`src/rtl/seq_mul_wb_pkg.sv`:
```
// rtl/seq_mul_wb_pkg.sv - shared types and constants for the shift-add multiplier
package seq_mul_wb_pkg;

  localparam int W     = 8;
  localparam int D     = 4;
  localparam int CNT_W = $clog2(W);

  typedef enum logic [1:0] {
    IDLE  = 2'd0,
    MUL   = 2'd1,
    WR_HI = 2'd2,
    WR_LO = 2'd3
  } state_e;

  // One shift-add step; acc carries the previous carry in its top bit, which is
  // always zero after the shift, so adding the full W+1 bits is equivalent.
  function automatic logic [W:0] partial_sum(input logic [W:0]   acc,
                                             input logic [W-1:0] mcand,
                                             input logic         mbit);
    return acc + (mbit ? {1'b0, mcand} : {(W+1){1'b0}});
  endfunction

endpackage

```
`src/rtl/seq_mul_wb_if.sv`:
```
// rtl/seq_mul_wb_if.sv - decoder-side request and register-file write port bundle
interface seq_mul_wb_if import seq_mul_wb_pkg::*; ();

  logic         Start;
  logic [W-1:0] OpA;
  logic [W-1:0] OpB;
  logic [D-1:0] DstHi;
  logic [D-1:0] DstLo;
  logic         Busy;
  logic         Done;
  logic         WriteEn;
  logic [D-1:0] Waddr;
  logic [W-1:0] DataOut;

  modport master (
    output Start, OpA, OpB, DstHi, DstLo,
    input  Busy, Done, WriteEn, Waddr, DataOut
  );

  modport slave (
    input  Start, OpA, OpB, DstHi, DstLo,
    output Busy, Done, WriteEn, Waddr, DataOut
  );

endinterface

```
`src/rtl/seq_mul_wb.sv`:
```
// rtl/seq_mul_wb.sv - iterative unsigned WxW multiplier writing the 2W product
// back through the register-file write port, high half first.
module seq_mul_wb import seq_mul_wb_pkg::*; (
  input  logic          Clk,
  input  logic          Reset,
  seq_mul_wb_if.slave   mul_if
);

  state_e         state_q;
  logic [W-1:0]   mcand_q;
  logic [W-1:0]   mplier_q;
  logic [W:0]     acc_q;
  logic [CNT_W-1:0] cnt_q;
  logic [D-1:0]   dst_hi_q;
  logic [D-1:0]   dst_lo_q;

  logic           busy_q;
  logic           done_q;
  logic           we_q;
  logic [D-1:0]   waddr_q;
  logic [W-1:0]   dout_q;

  logic [W:0]     sum_d;

  always_comb begin
    sum_d = partial_sum(acc_q, mcand_q, mplier_q[0]);
  end

  // Outputs are registered alongside the state so each one reflects the state
  // being entered; nothing on the request side reaches an output combinationally.
  always_ff @(posedge Clk) begin
    if (Reset) begin
      state_q  <= IDLE;
      mcand_q  <= '0;
      mplier_q <= '0;
      acc_q    <= '0;
      cnt_q    <= '0;
      dst_hi_q <= '0;
      dst_lo_q <= '0;
      busy_q   <= 1'b0;
      done_q   <= 1'b0;
      we_q     <= 1'b0;
      waddr_q  <= '0;
      dout_q   <= '0;
    end else begin
      we_q    <= 1'b0;
      waddr_q <= '0;
      dout_q  <= '0;
      done_q  <= 1'b0;

      case (state_q)
        IDLE: begin
          busy_q <= 1'b0;
          if (mul_if.Start) begin
            mcand_q  <= mul_if.OpA;
            mplier_q <= mul_if.OpB;
            dst_hi_q <= mul_if.DstHi;
            dst_lo_q <= mul_if.DstLo;
            acc_q    <= '0;
            cnt_q    <= '0;
            busy_q   <= 1'b1;
            state_q  <= MUL;
          end
        end

        MUL: begin
          {acc_q, mplier_q} <= {sum_d, mplier_q} >> 1;
          cnt_q             <= cnt_q + CNT_W'(1);
          if (cnt_q == CNT_W'(W-1)) begin
            // The high half after this final shift is sum_d[W:1].
            we_q    <= 1'b1;
            waddr_q <= dst_hi_q;
            dout_q  <= sum_d[W:1];
            state_q <= WR_HI;
          end
        end

        WR_HI: begin
          we_q    <= 1'b1;
          waddr_q <= dst_lo_q;
          dout_q  <= mplier_q;
          done_q  <= 1'b1;
          state_q <= WR_LO;
        end

        WR_LO: begin
          busy_q  <= 1'b0;
          state_q <= IDLE;
        end

        default: begin
          busy_q  <= 1'b0;
          state_q <= IDLE;
        end
      endcase
    end
  end

  assign mul_if.Busy    = busy_q;
  assign mul_if.Done    = done_q;
  assign mul_if.WriteEn = we_q;
  assign mul_if.Waddr   = waddr_q;
  assign mul_if.DataOut = dout_q;

endmodule

```
`src/flat_wrapper.sv`:
```
// flat-port wrapper written by rule: the top's interface ports become plain ports
module seq_mul_wb_flat import seq_mul_wb_pkg::*;
  (Clk, Reset, mul_if_Start, mul_if_OpA, mul_if_OpB, mul_if_DstHi, mul_if_DstLo, mul_if_Busy, mul_if_Done, mul_if_WriteEn, mul_if_Waddr, mul_if_DataOut);
  seq_mul_wb_if mul_if_i ();
  input  logic Clk;
  input  logic Reset;
  input wire logic [$bits(mul_if_i.Start)-1:0] mul_if_Start;
  input wire logic [$bits(mul_if_i.OpA)-1:0] mul_if_OpA;
  input wire logic [$bits(mul_if_i.OpB)-1:0] mul_if_OpB;
  input wire logic [$bits(mul_if_i.DstHi)-1:0] mul_if_DstHi;
  input wire logic [$bits(mul_if_i.DstLo)-1:0] mul_if_DstLo;
  output wire logic [$bits(mul_if_i.Busy)-1:0] mul_if_Busy;
  output wire logic [$bits(mul_if_i.Done)-1:0] mul_if_Done;
  output wire logic [$bits(mul_if_i.WriteEn)-1:0] mul_if_WriteEn;
  output wire logic [$bits(mul_if_i.Waddr)-1:0] mul_if_Waddr;
  output wire logic [$bits(mul_if_i.DataOut)-1:0] mul_if_DataOut;
  assign mul_if_i.Start = mul_if_Start;
  assign mul_if_i.OpA = mul_if_OpA;
  assign mul_if_i.OpB = mul_if_OpB;
  assign mul_if_i.DstHi = mul_if_DstHi;
  assign mul_if_i.DstLo = mul_if_DstLo;
  assign mul_if_Busy = mul_if_i.Busy;
  assign mul_if_Done = mul_if_i.Done;
  assign mul_if_WriteEn = mul_if_i.WriteEn;
  assign mul_if_Waddr = mul_if_i.Waddr;
  assign mul_if_DataOut = mul_if_i.DataOut;
  seq_mul_wb u_core (.Clk(Clk), .Reset(Reset), .mul_if(mul_if_i));
endmodule
```
`config.mk`:
```
export PLATFORM = sky130hd
export DESIGN_NAME = seq_mul_wb_flat
export DESIGN_NICKNAME = d
export VERILOG_FILES = /design/src/rtl/seq_mul_wb_pkg.sv /design/src/rtl/seq_mul_wb_if.sv /design/src/rtl/seq_mul_wb.sv /design/src/flat_wrapper.sv
export SDC_FILE = /design/constraint.sdc
export NUM_CORES = 1
export LEC_CHECK = 0
export CAP_MARGIN = 20
export CORE_MARGIN = 5
export CORE_UTILIZATION = 30
export DETAILED_ROUTE_END_ITERATION = 10
export GPL_TIMING_DRIVEN = 0
export HOLD_SLACK_MARGIN = 0.15
export PLACE_DENSITY = 0.57
export SYNTH_ARGS = -nofsm -noshare
export SYNTH_HDL_FRONTEND = slang
export SYNTH_SLANG_ARGS = --single-unit
```
`constraint.sdc`:
```
create_clock -name Clk -period 3.36 [get_ports Clk]
set_input_delay 1.008 -clock Clk [delete_from_list [all_inputs] [get_ports Clk]]
set_output_delay 1.008 -clock Clk [all_outputs]
set_load 0.05 [all_outputs]
```
==> reports/metrics.cfg <==
[synth]
synth_area_leaders = dfxtp_1 45%, ha_1 7.6%, nand2_1 6.2%
yosysWarnings = 0
synthTopCellsByCount = 52 x dfxtp_1, 38 x nand2_1, 31 x nor2_1, 23 x a21oi_1, 14 x ha_1
avgSynthCellArea_um2 = 8.883
yosysTopAreaCell = dfxtp_1
syn-num-nets = 303
synth_cells = 261
ys_async_sr_fraction_pct = 0
synth-seq-area-share_pct = 44.90
ys.flop_type = dfxtp_1
yosysTopAreaCellShare_pct = 44.90
yosysMostFrequentCell = dfxtp_1
ys_seq_elements = 52
yosysUniqueCellTypes = 37
netlist_area_mm2 = 0.002318
synth_edf_count = 0

[detailed_routing]
post_drt_wl_per_cell_um = 13.30
ant_nets = 0
vias = 1895
first_iter_violations = 42
drt-pass1-iter-count = 4
drt_wl_total_mm = 5.478
drc = 0
vias_per_cell = 4.600

[timing]
rsz0062_at_grt = no
fin_tns_setup_ns = 0
setup_viol = 0
post-route-period-util_pct = 73.48
clock_skew_ns = 0.01086
fin_ws_ns = 0.8909
min_period_ns = 2.469
final-max-slew-violation-count = 0
fmax_mhz = 405.0
hold_violations = 0
worst_slew_margin_rel_pct = 61.52
worst_slew_pin_slew_ns = 0.5772

[clocking]
cts_made_buffers = 5
postCtsHoldBufs = 0
clockBufferDepth = 2
tritoncts = yes
worstSkewPairLatency_ns = 0.31
clock_tree.root_cell = clkbuf_8
post_cts_resized = 0
cts_setup_buffers = 0
numClockSinks = 52
cts.htree.levels = 2
clk_pin_slew_ns = 0.09

[power_and_ir_drop]
p_int_mw = 1.154
leakagePower_nw = 1.125
combPwrFrac_pct = 38.9
p_sw_mw = 0.7571
vdd_drop_max_uv = 356.8
p_per_area_mw_per_mm2 = 648.7
p_sw_share_pct = 39.63
p_clk_share_pct = 18.8
seqPwrFrac_pct = 42.3

[floorplanning]
dieArea_mm2 = 0.009586
io_pins = 42
start_util_pct = 30.48
die_h_um = 97.91
rows = 32
die_w_um = 97.91
coreArea_mm2 = 0.007607

[final_layout]
drive_above_1_share_pct = 5.161
syn_to_final_growth_pct = 27.04
design.final.nets = 351
diodes = 0

[setup_path]
path_max_fanout = 2
cp_slowest_stage_delay_ns = 0.81
path_buf_inv = 1
cp.required_ns = 2.35
path_delay_family = buffers and inverters
start_kind = flop
path_cells = clkdlybuf4s50_1
crit_arrival_ns = 1.46
critPathCaptureType = primary output
path_class = flop to primary output
cp_slowest_cell = clkdlybuf4s50_1

[grt]
overflow = 0
grt_max_degree = 17
grt_pass1_vias = 1977
antenna_found_initial = 0
grt_use_total_pct = 12.20
grt_pass1_wl_mm = 9.556

[run_status]
status = completed

[placed_design]
place_ws_ns = 0.6611
hpwl_mm = 4.185
gp_congestion = 0.7855
io_buffers = 41

[run]
maxCapViolCount = 0

[hold_path]
hold_path.class = flop to flop

## metrics by stage
stage / hold WS (ns) / utilization (%) / power, mW / cells / cell area (um2)
2_1_floorplan: 0.4317 / - / 1.354 / 261 / 2318
3_5_place_dp: 0.4472 / 37.55 / 1.577 / 404 / 2856
3_3_place_gp: 0.4404 / 37.55 / 1.563 / 404 / 2856
5_1_grt: 0.4820 / 38.72 / 2.054 / 412 / 2945
4_1_cts: 0.4598 / 38.72 / 1.934 / 412 / 2945
6_report: 0.4541 / 38.72 / 1.911 / 412 / 2945
## layout by cell type, fill, tap and decap left out, drive strengths merged, types with 5 or more instances in the layout
cell,instances
nor2,31
ha,14
clkbuf,14
a22oi,13
and2,11
a21oi,25
nand2,39
clkdlybuf4s50,41
buf,5
mux2i,9
a211oi,8
nand3,5
dfxtp,52
## final cells by class
class | instances | area, um2
fill | 805 | 4662
multi-input combinational | 192 | 1204
sequential | 52 | 1041
timing repair buffer | 41 | 410.4
tap | 102 | 127.6
clock buffer | 6 | 72.57
buffer | 13 | 58.81
clock inverter | 2 | 16.27
inverter | 4 | 15.01
## metal layers
metal	track usage [%]	wire length [um]
met2	19.69	2600
met3	2.786	172
met1	16.20	2643
met4	3.834	62
met5	0	0
## logic make-up (layout without fill, tap and decap cells)
family	after synthesis	count (layout)	synth area share, %
adder cells (fa/ha/maj)	15	15	8.419
XOR/XNOR	6	6	2.267
buffers and inverters	17	66	3.184
multiplexers	9	9	3.886
flip-flops	52	52	44.90
AO/OA/AOI/OAI	64	64	18.73
AND/OR/NAND/NOR	98	98	18.62
## power groups by stage
stage               combinational (mW)  clock [mW]  sequential [mW]
finish                           0.743       0.359            0.809
global route                     0.841       0.389            0.825
CTS                              0.754       0.369            0.811
detailed placement               0.752           0            0.825
global placement                 0.743           0            0.821
floorplan                        0.517           0            0.836
## flip-flops by register name, summed over array words and instances, names as in the netlist
register / flops
u_core.cnt_q: 3
u_core.state_q: 2
u_core.mplier_q: 8
u_core.acc_q: 8
u_core.mul_if.DataOut: 8
u_core.mul_if.WriteEn: 1
u_core.dst_lo_q: 4
u_core.mcand_q: 8
u_core.mul_if.Busy: 1
u_core.mul_if.Done: 1
u_core.dst_hi_q: 4
u_core.mul_if.Waddr: 4
## path summary, 6_finish.rpt
| kind | start | to | slack [ns] | depth (start not counted) |
|---|---|---|---|---|
| worst max-delay path | u_core.mul_if.Busy | mul_if_Busy | 0.89 | 1 |
| worst min-delay path | u_core.mcand_q[1] | u_core.mcand_q[1] | 0.45 | 2 |
| worst max register to register | u_core.mplier_q[0] | u_core.mul_if.DataOut[7] | 1.01 | 8 |
| worst min register to register | u_core.mcand_q[1] | u_core.mcand_q[1] | 0.45 | 2 |
Note: power is estimated with default switching activity, not from simulation.
